==> config.mk <==
export PLATFORM = sky130hd
export DESIGN_NAME = mio_data_bridge
export DESIGN_NICKNAME = d
export VERILOG_FILES = /design/src/rtl/mio_bridge_pkg.sv /design/src/rtl/mio_addr_decode.sv /design/src/rtl/mio_data_bridge.sv
export SDC_FILE = /design/constraint.sdc
export NUM_CORES = 1
export LEC_CHECK = 0
export ABC_AREA = 0
export BUFFER_PORTS_ARGS = -buffer_cell sky130_fd_sc_hd__buf_4
export CORE_MARGIN = 10
export CORE_UTILIZATION = 48
export CTS_BUF_LIST = sky130_fd_sc_hd__clkbuf_4 sky130_fd_sc_hd__clkbuf_8
export DETAILED_ROUTE_END_ITERATION = 7
export MAX_ROUTING_LAYER = met4
export PLACE_DENSITY = 0.79
export SLEW_MARGIN = 20
export SYNTH_ARGS = -nofsm -noshare
export SYNTH_HDL_FRONTEND = slang
export SYNTH_SLANG_ARGS = --single-unit
==> constraint.sdc <==
create_clock -name clk -period 2 [get_ports clk]
set_input_delay 0.2 -clock clk [delete_from_list [all_inputs] [get_ports clk]]
set_output_delay 0.2 -clock clk [all_outputs]
set_load 0.005 [all_outputs]
==> src/rtl/mio_bridge_pkg.sv <==
// Shared constants and FSM state type for the CPU data-bus bridge.
package mio_bridge_pkg;

    localparam logic [31:0] GPIO_ADDR  = 32'hF000_0000;
    localparam logic [31:0] TIMER_ADDR = 32'hF000_0004;
    localparam logic [31:0] ERR_DATA   = 32'hDEAD_BEEF;

    typedef enum logic [2:0] {
        IDLE,
        RAM,
        PER,
        ERR,
        DONE
    } state_t;

endpackage

==> src/rtl/mio_addr_decode.sv <==
// Combinational region decode of a CPU byte address; misaligned or unmapped goes to sel_err.
module mio_addr_decode
    import mio_bridge_pkg::*;
#(
    parameter int RAM_AW = 10
) (
    input  logic [31:0] addr,
    output logic        sel_ram,
    output logic        sel_gpio,
    output logic        sel_timer,
    output logic        sel_err
);

    logic aligned;
    logic in_ram;

    assign aligned   = (addr[1:0] == 2'b00);
    assign in_ram    = ((addr >> (RAM_AW + 2)) == 32'd0);
    assign sel_ram   = aligned && in_ram;
    assign sel_gpio  = (addr == GPIO_ADDR);
    assign sel_timer = (addr == TIMER_ADDR);
    assign sel_err   = !(sel_ram || sel_gpio || sel_timer);

endmodule

==> src/rtl/mio_data_bridge.sv <==
// Bridges the CPU MEM-stage data bus to data RAM, GPIO and a free-running timer,
// inserting wait states and returning a one-cycle completion pulse.
module mio_data_bridge
    import mio_bridge_pkg::*;
#(
    parameter int RAM_WAIT    = 1,
    parameter int PERIPH_WAIT = 2,
    parameter int RAM_AW      = 10
) (
    input  logic              clk,
    input  logic              rst,
    input  logic              cpu_req,
    input  logic              cpu_we,
    input  logic [31:0]       cpu_addr,
    input  logic [31:0]       cpu_wdata,
    output logic [31:0]       cpu_rdata,
    output logic              cpu_ready,
    output logic              ram_en,
    output logic              ram_we,
    output logic [RAM_AW-1:0] ram_addr,
    output logic [31:0]       ram_wdata,
    input  logic [31:0]       ram_rdata,
    input  logic [15:0]       gpio_in,
    output logic [31:0]       gpio_out,
    output logic              bus_err
);

    state_t      state_reg, state_next;
    logic [3:0]  cnt_reg, cnt_next;
    logic        we_reg;
    logic        timer_sel_reg;
    logic [31:0] wdata_reg;
    logic [31:0] rdata_reg;
    logic [31:0] gpio_reg;
    logic [31:0] timer_reg;
    logic        err_reg;

    logic sel_ram, sel_gpio, sel_timer, sel_err;
    logic accept;
    logic last_wait;

    mio_addr_decode #(
        .RAM_AW(RAM_AW)
    ) u_decode (
        .addr     (cpu_addr),
        .sel_ram  (sel_ram),
        .sel_gpio (sel_gpio),
        .sel_timer(sel_timer),
        .sel_err  (sel_err)
    );

    assign accept    = (state_reg == IDLE) && cpu_req;
    assign last_wait = (cnt_reg == 4'd0);

    // RAM is driven straight from the live bus in the accept cycle.
    assign ram_addr  = cpu_addr[RAM_AW+1:2];
    assign ram_wdata = cpu_wdata;

    always_comb begin
        state_next = state_reg;
        cnt_next   = cnt_reg;
        ram_en     = 1'b0;
        ram_we     = 1'b0;
        unique case (state_reg)
            IDLE: begin
                if (cpu_req) begin
                    if (sel_ram) begin
                        state_next = RAM;
                        cnt_next   = 4'(RAM_WAIT);
                        ram_en     = 1'b1;
                        ram_we     = cpu_we;
                    end else if (sel_err) begin
                        state_next = ERR;
                    end else begin
                        state_next = PER;
                        cnt_next   = 4'(PERIPH_WAIT);
                    end
                end
            end
            RAM, PER: begin
                if (last_wait) state_next = DONE;
                else           cnt_next   = cnt_reg - 4'd1;
            end
            ERR:     state_next = DONE;
            DONE:    state_next = IDLE;
            default: state_next = IDLE;
        endcase
    end

    always_ff @(posedge clk or negedge rst) begin
        if (!rst) begin
            state_reg     <= IDLE;
            cnt_reg       <= 4'd0;
            we_reg        <= 1'b0;
            timer_sel_reg <= 1'b0;
            wdata_reg     <= 32'd0;
        end else begin
            state_reg <= state_next;
            cnt_reg   <= cnt_next;
            if (accept) begin
                we_reg        <= cpu_we;
                timer_sel_reg <= sel_timer;
                wdata_reg     <= cpu_wdata;
            end
        end
    end

    // Data path: the last wait cycle captures read data or commits a peripheral write.
    always_ff @(posedge clk or negedge rst) begin
        if (!rst) begin
            rdata_reg <= 32'd0;
            gpio_reg  <= 32'd0;
            timer_reg <= 32'd0;
            err_reg   <= 1'b0;
        end else begin
            if (state_reg == PER && last_wait && we_reg && timer_sel_reg)
                timer_reg <= wdata_reg;
            else
                timer_reg <= timer_reg + 32'd1;

            if (state_reg == PER && last_wait && we_reg && !timer_sel_reg)
                gpio_reg <= wdata_reg;

            if (state_reg == RAM && last_wait && !we_reg)
                rdata_reg <= ram_rdata;
            else if (state_reg == PER && last_wait && !we_reg)
                rdata_reg <= timer_sel_reg ? timer_reg : {16'd0, gpio_in};
            else if (state_reg == ERR)
                rdata_reg <= ERR_DATA;

            if (state_reg == ERR)
                err_reg <= 1'b1;
        end
    end

    assign cpu_ready = (state_reg == DONE);
    assign cpu_rdata = rdata_reg;
    assign gpio_out  = gpio_reg;
    assign bus_err   = err_reg;

endmodule

; ---- Yosys cells after proc, flatten, opt, wreduce, memory -nomap -nowiden
; Index checks and enable logic that the tools add are counted.
[word_totals]
ff_bits = 138
inputBits = 116
elab_cells = 64
[op_classes]
addsub = 2
n_eq_ne = 10
n_mux = 21
reduce_logical = 22
[ops]
columns = op, n
row1 = two-way mux 32 bit, 5
row2 = "equality test 32 bit, second input constant", 2
row3 = "adder 32 x 1 -> 32 bit, second input constant", 1
row4 = logical NOT 32 bit, 1
row5 = two-way mux 4 bit, 4
row6 = logical AND 1 bit, 9
row7 = one-hot mux 3 bit (3 select lines), 1
row8 = one-hot mux 4 bit (2 select lines), 1
row9 = two-way mux 1 bit, 7
row10 = "equality test 3 x 2 -> 1 bit, second input constant", 2
row11 = two-way mux 3 bit, 2
row12 = "inequality test 2 bit, second input constant", 3
row13 = logical NOT 4 bit, 1
row14 = AND reduction 4 bit, 1
row15 = "subtractor 4 x 1 -> 4 bit, second input constant", 1
row16 = "equality test 3 x 1 -> 1 bit, second input constant", 1
row17 = "equality test 3 bit, second input constant", 1
row18 = logical NOT 3 bit, 1
row19 = "inequality test 3 x 1 -> 1 bit, second input constant", 1
row20 = nonzero test 3 bit, 1
row21 = logical NOT 1 bit, 2
row22 = logical NOT 2 bit, 1
row23 = logical OR 1 bit, 2
row24 = two-way mux 2 bit, 1
row25 = other kinds (3), 3

; ---- Depth between registers and ports, before layout
; Gate-level depths: netlist of the first run.
[depth]
word_depth = 8
ltp_mapped = 9
ltp_nobuf = 7

; ---- Cells and area by module
; A second synthesis of the first run with hierarchy kept.
[hier_totals]
hier_cells = 606
hier_area_um2 = 6817.8
[by_module_without_submodules]
columns = module, instances, cells_each, area_each_um2, seq_area_each_um2
row1 = mio_data_bridge, 1, 589, 6708.9, 3453.3
row2 = mio_addr_decode, 1, 17, 108.9, 0.0

; ---- Worst setup path after synthesis of the first run
; OpenSTA, ideal clock, no wires.
[synth_timing]
kind = reg2reg
from = reg cnt_reg[0]
to = reg timer_reg[15]
arrival_ns = 1.825
t_required_ns = 1.873
path_slack_ns = 0.047
stages_incl_launch_ff = 9
n_path_buf = 2
path_cell_list = dfrtp_1 inv_1 ha_1 or3b_4 nor2_4 and3_1 buf_4 buf_6 mux2_1
[synth_via]
elab_chain_cells = 5
[synth_rtl]
columns = item, line
row1 = "start, declared", mio_data_bridge.sv:29  ; logic [3:0] cnt_reg, cnt_next;
row2 = "start signal, assigned", mio_data_bridge.sv:99  ; cnt_reg <= cnt_next;
row3 = logical NOT 4 bit, mio_data_bridge.sv:53  ; assign last_wait = (cnt_reg == 4'd0);
row4 = logical AND 1 bit (3 in a row), mio_data_bridge.sv:116  ; if (state_reg == PER && last_wait && we_reg && timer_sel_reg)
row5 = two-way mux 32 bit, mio_data_bridge.sv:116
row6 = "end signal, assigned", mio_data_bridge.sv:117  ; timer_reg <= wdata_reg;
row7 = "end signal, assigned", mio_data_bridge.sv:119  ; timer_reg <= timer_reg + 32'd1;
row8 = "end, declared", mio_data_bridge.sv:35  ; logic [31:0] timer_reg;
; Every way passes these cells.
; A chain may end at the register's enable or synchronous reset.

; ---- Worst setup path in the final report of the first run
[layout_timing]
from = reg cnt_reg[0]
to = reg gpio_reg[27], in the netlist gpio_out[27]
[layout_via]
elab_chain_cells = 4
[layout_rtl]
columns = item, line
row1 = logical NOT 4 bit, mio_data_bridge.sv:53
row2 = logical AND 1 bit (3 in a row), mio_data_bridge.sv:121  ; if (state_reg == PER && last_wait && we_reg && !timer_sel_reg)
row3 = "end signal, assigned", mio_data_bridge.sv:122  ; gpio_reg <= wdata_reg;
row4 = "end, declared", mio_data_bridge.sv:34  ; logic [31:0] gpio_reg;
; Every way passes these cells.

==> summary.md, run 1 <==
| Metric | Value |
|---|---|
| Root Buffer | clkbuf_8 |
| Final worst-path cycle share | 101% |
| Synth area leader | dfrtp_1 |
| P&R area growth vs syn | 38.5% |
| Initial antenna violation count | 0 |
| Tmin final | approximately 2.0 ns |
| Synth top area share | just under 50% |
| Cell row count | between 40 and 50 |
| DRC Markers | 0 |
| Flip-flop and latch count after synthesis | roughly 140 |
| Core area | around 0.014 mm2 |
| Synth Instances | just under 700 |
| Synth Flop Type | dfrtp_1 |
| Vias per cell | roughly 5.2 |
| GRT Overall Usage | between 20% and 30% |
| Worst-path clk slew | 0.08 ns |
| First-pass iteration count of the detailed router | 5 |
| Iter 0 DRT Violations | 340 |
| Vias | slightly below 6000 |
| Slowest Stage Delay on Critical Path | 0.42 ns |
| GPL Wtd Cong | 0.923 |
| Most frequent cells after synthesis | 164 x nand2_1, 138 x dfrtp_1, 47 x buf_4, 33 x nor2_1, 32 x o21ai_0 |
| CP required | roughly 2.3 ns |
| Power per cell area | 1130 mW/mm2 |
| Crit-path max FO | 9 |
| Final number of setup-violating endpoints | 16 |
| IO Pins | about 230 |
| Clock Skews | 0.0139 ns |
| Clk buf depth | 2 |
| Crit path DAT | 2.37 ns |
| WL final | around 21000 um |
| Share of layout cells above drive strength 1 | between 30% and 40% |
| Clk sinks | approximately 140 |
| Total chip power | between 0.01 and 0.015 W |
| RSZ-0062 raised after global routing | yes |
| Number of port buffers | approximately 230 |
| Critical Path Slowest Stage Cell | or3b_4 |
| Remaining Overflow, GRT | 0 |
| Sequential area share after synthesis | about half |
| Hold Vio Cnt, Final | 0 |
| Routed Antenna Nets | 0 |
| Synth async-reset ratio | between 90% and 100% |
| P_leak | around 4.6 nW |
| Fmax | slightly below 0.5 GHz |
| Synth warnings | 0 |
| Largest net degree at the start of global routing | 51 |
| Post-route setup slack | -0.0239 ns |
| Initial Utilization | between 40% and 50% |
| Status | complete, but fails checks |
| Tightest Pin Transition | around 0.45 ns |
| Synth top area cells | dfrtp_1 49%, nand2_1 8.7%, mux2_4 6.4%, buf_4 5.0%, mux2i_1 2.4% |
| Crit start category | flop |
| Worst slew margin | between 70 and 80% |
| Die X | 141 um |
| H-tree levels | 4 |
| Cell area after layout | between 0.009 and 0.01 mm2 |
| WL/cell | around 18 um |
| Slew Viols, Final | 0 |
| Clk Latency, worst-skew pair | roughly 0.46 ns |
| Setup TNS | -0.216 ns |
| Synthesized area per cell | between 10 and 15 um2 |
| Failing checks | setup timing |
| Worst Hold Class | in -> reg |
| CTS tree | yes |
| First-pass GRT wire length | ~33000 um |
| Vias in the first global route | between 6000 and 7000 |
| Most frequent cell after synthesis | nand2_1 |
| Cell Chain, Critical Path | inv_2, ha_4, or3b_4, nor2_4, nand2_4, nor2_8, clkbuf_16, mux2_4 |
| Nets | between 1000 and 1500 |
| Element type at the critical path end | flop |
| Post-synth EDFFs | 0 |
| Die height | approximately 140 um |
| MaxCap Viol Count | 0 |
| Kind of critical path | reg -> reg |
| Syn nets | roughly 800 |
| CTS Buf Count | 17 |
| DP Area | 0.00877 mm2 |
| Dpl hpwl | roughly 15000 um |
| VDD IR-drop max | slightly above 0.6 mV |
| Netlist Area Pre-Place | 0.00706 mm2 |
| Register-to-Register Setup Slack | -0.02 ns |
| Die ar. | around 0.02 mm2 |
| Distinct cell type count after synthesis | about 60 |
-- cell families (layout without fill, tap and decap cells) --
| family | Yosys count | count (layout) | share of synthesized area (%) |
|---|---|---|---|
| AOI/OAI and AO/OA | 92 | 92 | 9.56 |
| muxes | 54 | 54 | 9.90 |
| buffers and inverters | 86 | 351 | 8.43 |
| DFF | 138 | 138 | 48.9 |
| and+or+nand+nor | 283 | 283 | 19.0 |
| adders and majority gates | 2 | 2 | 0.354 |
| other | 0 | 1 | 0 |
| xor gates and xnor gates | 31 | 31 | 3.84 |
-- through the flow --
stage / hold slack (ns) / util [%] / std cells / worst slack, ns
floorplan: -0.0956 / - / 686 / 0.0472
global placement: 0.126 / 60.5 / 1051 / 0.0177
detailed placement: 0.137 / 60.5 / 1051 / -0.0382
CTS: 0.00679 / 66.8 / 1131 / -0.0192
global route: 0.0113 / 67.6 / 1135 / -0.0974
finish: 0.0259 / 67.6 / 1136 / -0.0239
-- worst paths after layout --
check / start / endpoint / depth (start not counted)
setup / recovery: cnt_reg[0] / gpio_out[27] / 8
hold / removal: ram_rdata[23] / cpu_rdata[23] / 3
setup reg to reg: cnt_reg[0] / gpio_out[27] / 8
hold reg to reg: cpu_rdata[22] / cpu_rdata[22] / 2
max in group asynchronous: rst / wdata_reg[14] / 3
min in group asynchronous: rst / wdata_reg[0] / 2
-- cell usage in the layout (no fill, tap or decap), drive strengths merged, types with 2 or more instances in the layout --
master       netlist  routed
a211oi            14      14
a21o              14      14
a22o               5       5
a31oi             10      10
a32oi              5       5
and2               3       3
and3               6       6
and4               6       6
buf               70     263
bufinv             0       2
clkbuf             8      19
clkinv             0       5
clkinvlp           0       4
dfrtp            138     138
dlygate4sd3        0      47
ha                 2       2
inv                8      11
mux2              37      37
mux2i             17      17
nand2            166     166
nand3             24      24
nand4              8       8
nor2              38      38
nor3               7       7
nor3b              3       3
nor4              12      12
o21ai             36      36
o31ai              2       2
or3                2       2
or3b               2       2
xnor2             18      18
xor2              13      13
-- critical path: cells and delay by family (launching register included) --
family / cells / cell delay (ns)
buf+inv: 2 / 0.29
flops: 1 / 0.40
mux: 1 / 0.30
fa+ha+maj: 1 / 0.13
simple gates: 4 / 0.80
-- area by class of cell --
class / count / area [um2]
clock buffers: 18 / 248
well taps: 184 / 230
multi-input cells: 462 / 3100
inverters: 8 / 30.0
flip-flops and latches: 138 / 3450
repair buffers: 311 / 2580
clock inverters: 14 / 145
diodes: 1 / 2.50
fillers: 1118 / 4690
-- power breakdown --
part           switching [W]  total [W]  internal, W
clock network        0.00112    0.00226      0.00114
logic                0.00178    0.00420      0.00241
registers           0.000808    0.00460      0.00379
-- layer usage --
metal  share of wire, %  wire length (um)  global-route usage, %  up-vias
li1                   -                 -                      -     2816
met1                 45              9390                   28.0     2873
met2                 47              9800                   31.2      195
met3                6.1              1280                   5.61       29
met4                1.9               395                   6.58        0
met5                  0                 0                      -        -
-- timing repair --
action / 4_1_cts / 5_1_grt
hold endpoints to repair: 84 / 0
setup endpoints to repair: 34 / 70
setup buffers: 1 / 3
gates cloned: 0 / 1
hold buffers: 47 / 0
gates resized for setup: 11 / 12
pin swaps: 2 / 1
No activity file was read; power rests on OpenSTA's default activity.
==> inputs of run 2 (changes only) <==
==> constraint.sdc (replaced) <==
create_clock -name clk -period 2 [get_ports clk]
set_input_delay 0.3 -clock clk [delete_from_list [all_inputs] [get_ports clk]]
set_output_delay 0.3 -clock clk [all_outputs]
set_load 0.005 [all_outputs]
==> run 2 against run 1 <==
The run still ends with setup timing left. Wire length down 5.3%. Die area did not move. Combinational power barely moved. Global-route usage shrank 1.5 points. Sequential power barely moved. Critical path type unchanged. Power is 3.4% higher. Critical path depth stayed put.
==> summary.md, run 2 (synthesized netlist as in run 1, its figures left out) <==
| Metric | Value |
|---|---|
| Element type at the critical path end | flop |
| RSZ-0062 raised after global routing | yes |
| Post-route setup slack | -0.0770 ns (-0.0531 ns) |
| Dpl hpwl | 15000 um (-2.4%) |
| First-pass GRT wire length | 30500 um (-7.6%) |
| WL final | 19800 um (-5.3%) |
| Crit-path max FO | 9 (unchanged) |
| Setup TNS | -1.73 ns (-1.52 ns) |
| Tmin final | 2.08 ns (+0.0531 ns) |
| Hold Vio Cnt, Final | 0 (unchanged) |
| CTS tree | yes |
| Crit path DAT | 2.41 ns (+0.04 ns) |
| Worst slew margin | 70.3% (+0.16 points) |
| Vias | 5620 (-5.0%) |
| H-tree levels | 4 (unchanged) |
| Cell Chain, Critical Path | inv_2, ha_4, or3b_4, nor2_4, nand2_4, nor2_8, clkbuf_16, mux2_4 |
| Final number of setup-violating endpoints | 32 (+16) |
| Vias in the first global route | 5783 (-6.2%) |
| Core area | 0.0145 mm2 (unchanged) |
| Critical Path Slowest Stage Cell | or3b_4 |
| Crit start category | flop |
| Root Buffer | clkbuf_8 |
| Fill count | 1167 (+4.4%) |
| Die height | 141 um (unchanged) |
| Clock Skews | 0.0135 ns (-0.000319 ns) |
| Final hold slack | 0.0409 ns (+0.0149 ns) |
| Pre-CTS WS | -0.0397 ns (-0.00150 ns) |
| Kind of critical path | reg -> reg |
| Share of layout cells above drive strength 1 | 41.6% (+2.3 points) |
| Status | complete, but fails checks |
| P&R area growth vs syn | 34.5% |
| CTS Buf Count | 17 (unchanged) |
| Storage element area | 0.00345 mm2 (unchanged) |
| Cell area after layout | 0.00950 mm2 (-2.9%) |
| GRT Overall Usage | 19.7% (-1.5 points) |
| DRC Markers | 0 (unchanged) |
| Worst Hold Class | in -> reg |
| Final worst-path cycle share | 104% (+2.7 points) |
| Largest net degree at the start of global routing | 59 (+16%) |
| Nets | 1016 (-3.8%) |
| Die X | 141 um (unchanged) |
| Routed Antenna Nets | 0 (unchanged) |
| Tightest Pin Transition | 0.445 ns (-0.00244 ns) |
| Vias per cell | 5.13 (-1.4%) |
| Slew Viols, Final | 0 (unchanged) |
| Area occupied by multi-input gates | 0.00310 mm2 (+0.16%) |
| Slowest Stage Delay on Critical Path | 0.41 ns (about the same) |
| Initial Utilization | 48.8% (unchanged) |
| CP required | 2.34 ns (about the same) |
| Number of port buffers | 225 (unchanged) |
| Die ar. | 0.0200 mm2 (unchanged) |
| MaxCap Viol Count | 0 (unchanged) |
| Power per cell area | 1200 mW/mm2 (+6.5%) |
| DP Area | 0.00880 mm2 (+0.34%) |
| VDD IR-drop max | 0.729 mV (+18%) |
| Clk buf depth | 2 (unchanged) |
| Failing checks | setup timing |
| ANT cells | 0 (-1) |
| IO Pins | 226 (unchanged) |
| First-pass iteration count of the detailed router | 4 (-1) |
| Most frequent cells in the layout | 252 x buf_4, 163 x nand2_1, 138 x dfrtp_1 |
| Total chip power | 0.0114 W (+3.4%) |
| Iter 0 DRT Violations | 287 (-16%) |
| Clk sinks | 138 (unchanged) |
| Initial antenna violation count | 0 (unchanged) |
| GPL Wtd Cong | 0.888 (-3.9%) |
| Fmax | 0.481 GHz (-2.6%) |
| WL/cell | 18.1 um (-1.7%) |
| Worst-path clk slew | 0.08 ns (about the same) |
| Commonest non-fill, non-tap cell in the layout | buf_4 |
| Cell row count | 44 (unchanged) |
| Remaining Overflow, GRT | 0 (unchanged) |
| Clk Latency, worst-skew pair | 0.45 ns (about the same) |
| P_leak | 4.53 nW (-1.9%) |
## run 2: changes by cell type in the layout (fill, tap and decap cells not counted), sizes merged, moves of 3 or more
cell / delta
clkbuf: +4
buf: +5
inv: -3
dlygate4sd3: -46
bufinv: +3
clkinv: -3
## run 2: path summary, 6_finish.rpt
| path | from | endpoint | slack, ns | cells after the start |
|---|---|---|---|---|
| setup / recovery | cnt_reg[0] | gpio_out[13] | -0.08 | 8 |
| hold / removal | cpu_wdata[20] | wdata_reg[20] | 0.04 | 3 |
| setup reg to reg | cnt_reg[0] | gpio_out[13] | -0.08 | 8 |
| hold reg to reg | cpu_rdata[17] | cpu_rdata[17] | 0.47 | 2 |
| max in group asynchronous | rst | timer_reg[20] | 1.10 | 3 |
| min in group asynchronous | rst | wdata_reg[0] | 0.30 | 2 |
## run 2: critical path: cells and delay by family, from the launching register on
family	cells	cell delay (ns)
adder cells (fa/ha/maj)	1	0.13
multiplexers	1	0.29
flip-flops	1	0.40
AND/OR/NAND/NOR	4	0.83
buffers and inverters	2	0.30
## run 2: layout make-up
type	count	share of cell area, %
inverters	8	0.316
clock buffers	21	2.84
flip-flops and latches	138	36.3
repair buffers	271	23.4
well taps	184	2.42
clock inverters	11	2.04
multi-input cells	462	32.7
## run 2: power by group
part / switching (W) / total (W) / internal [W]
clock network: 0.00105 / 0.00261 / 0.00156
logic: 0.00177 / 0.00423 / 0.00246
registers: 0.000815 / 0.00461 / 0.00380
## run 2: layer usage
metal  vias up  routed length (um)  GRT usage [%]
li1       2726                   -              -
met1      2701                9150           26.5
met2       176                9120           28.4
met3        17                1230           5.37
met4         0                 265           5.92
met5         -                   0              -
## run 2: through the flow
step | utilization [%] | instances
2_1_floorplan | - | 686
3_3_place_gp | 60.8 | 1050
3_5_place_dp | 60.8 | 1050
4_1_cts | 64.6 | 1087
5_1_grt | 65.6 | 1095
6_report | 65.6 | 1095
## run 2: what timing repair did
item,in CTS,in global routing
gates resized for setup,12,12
hold endpoints to repair,29,0
pin swaps,3,2
cloned,0,2
hold buffers,1,0
buffers inserted,4,6
endpoints found under the setup margin,35,80
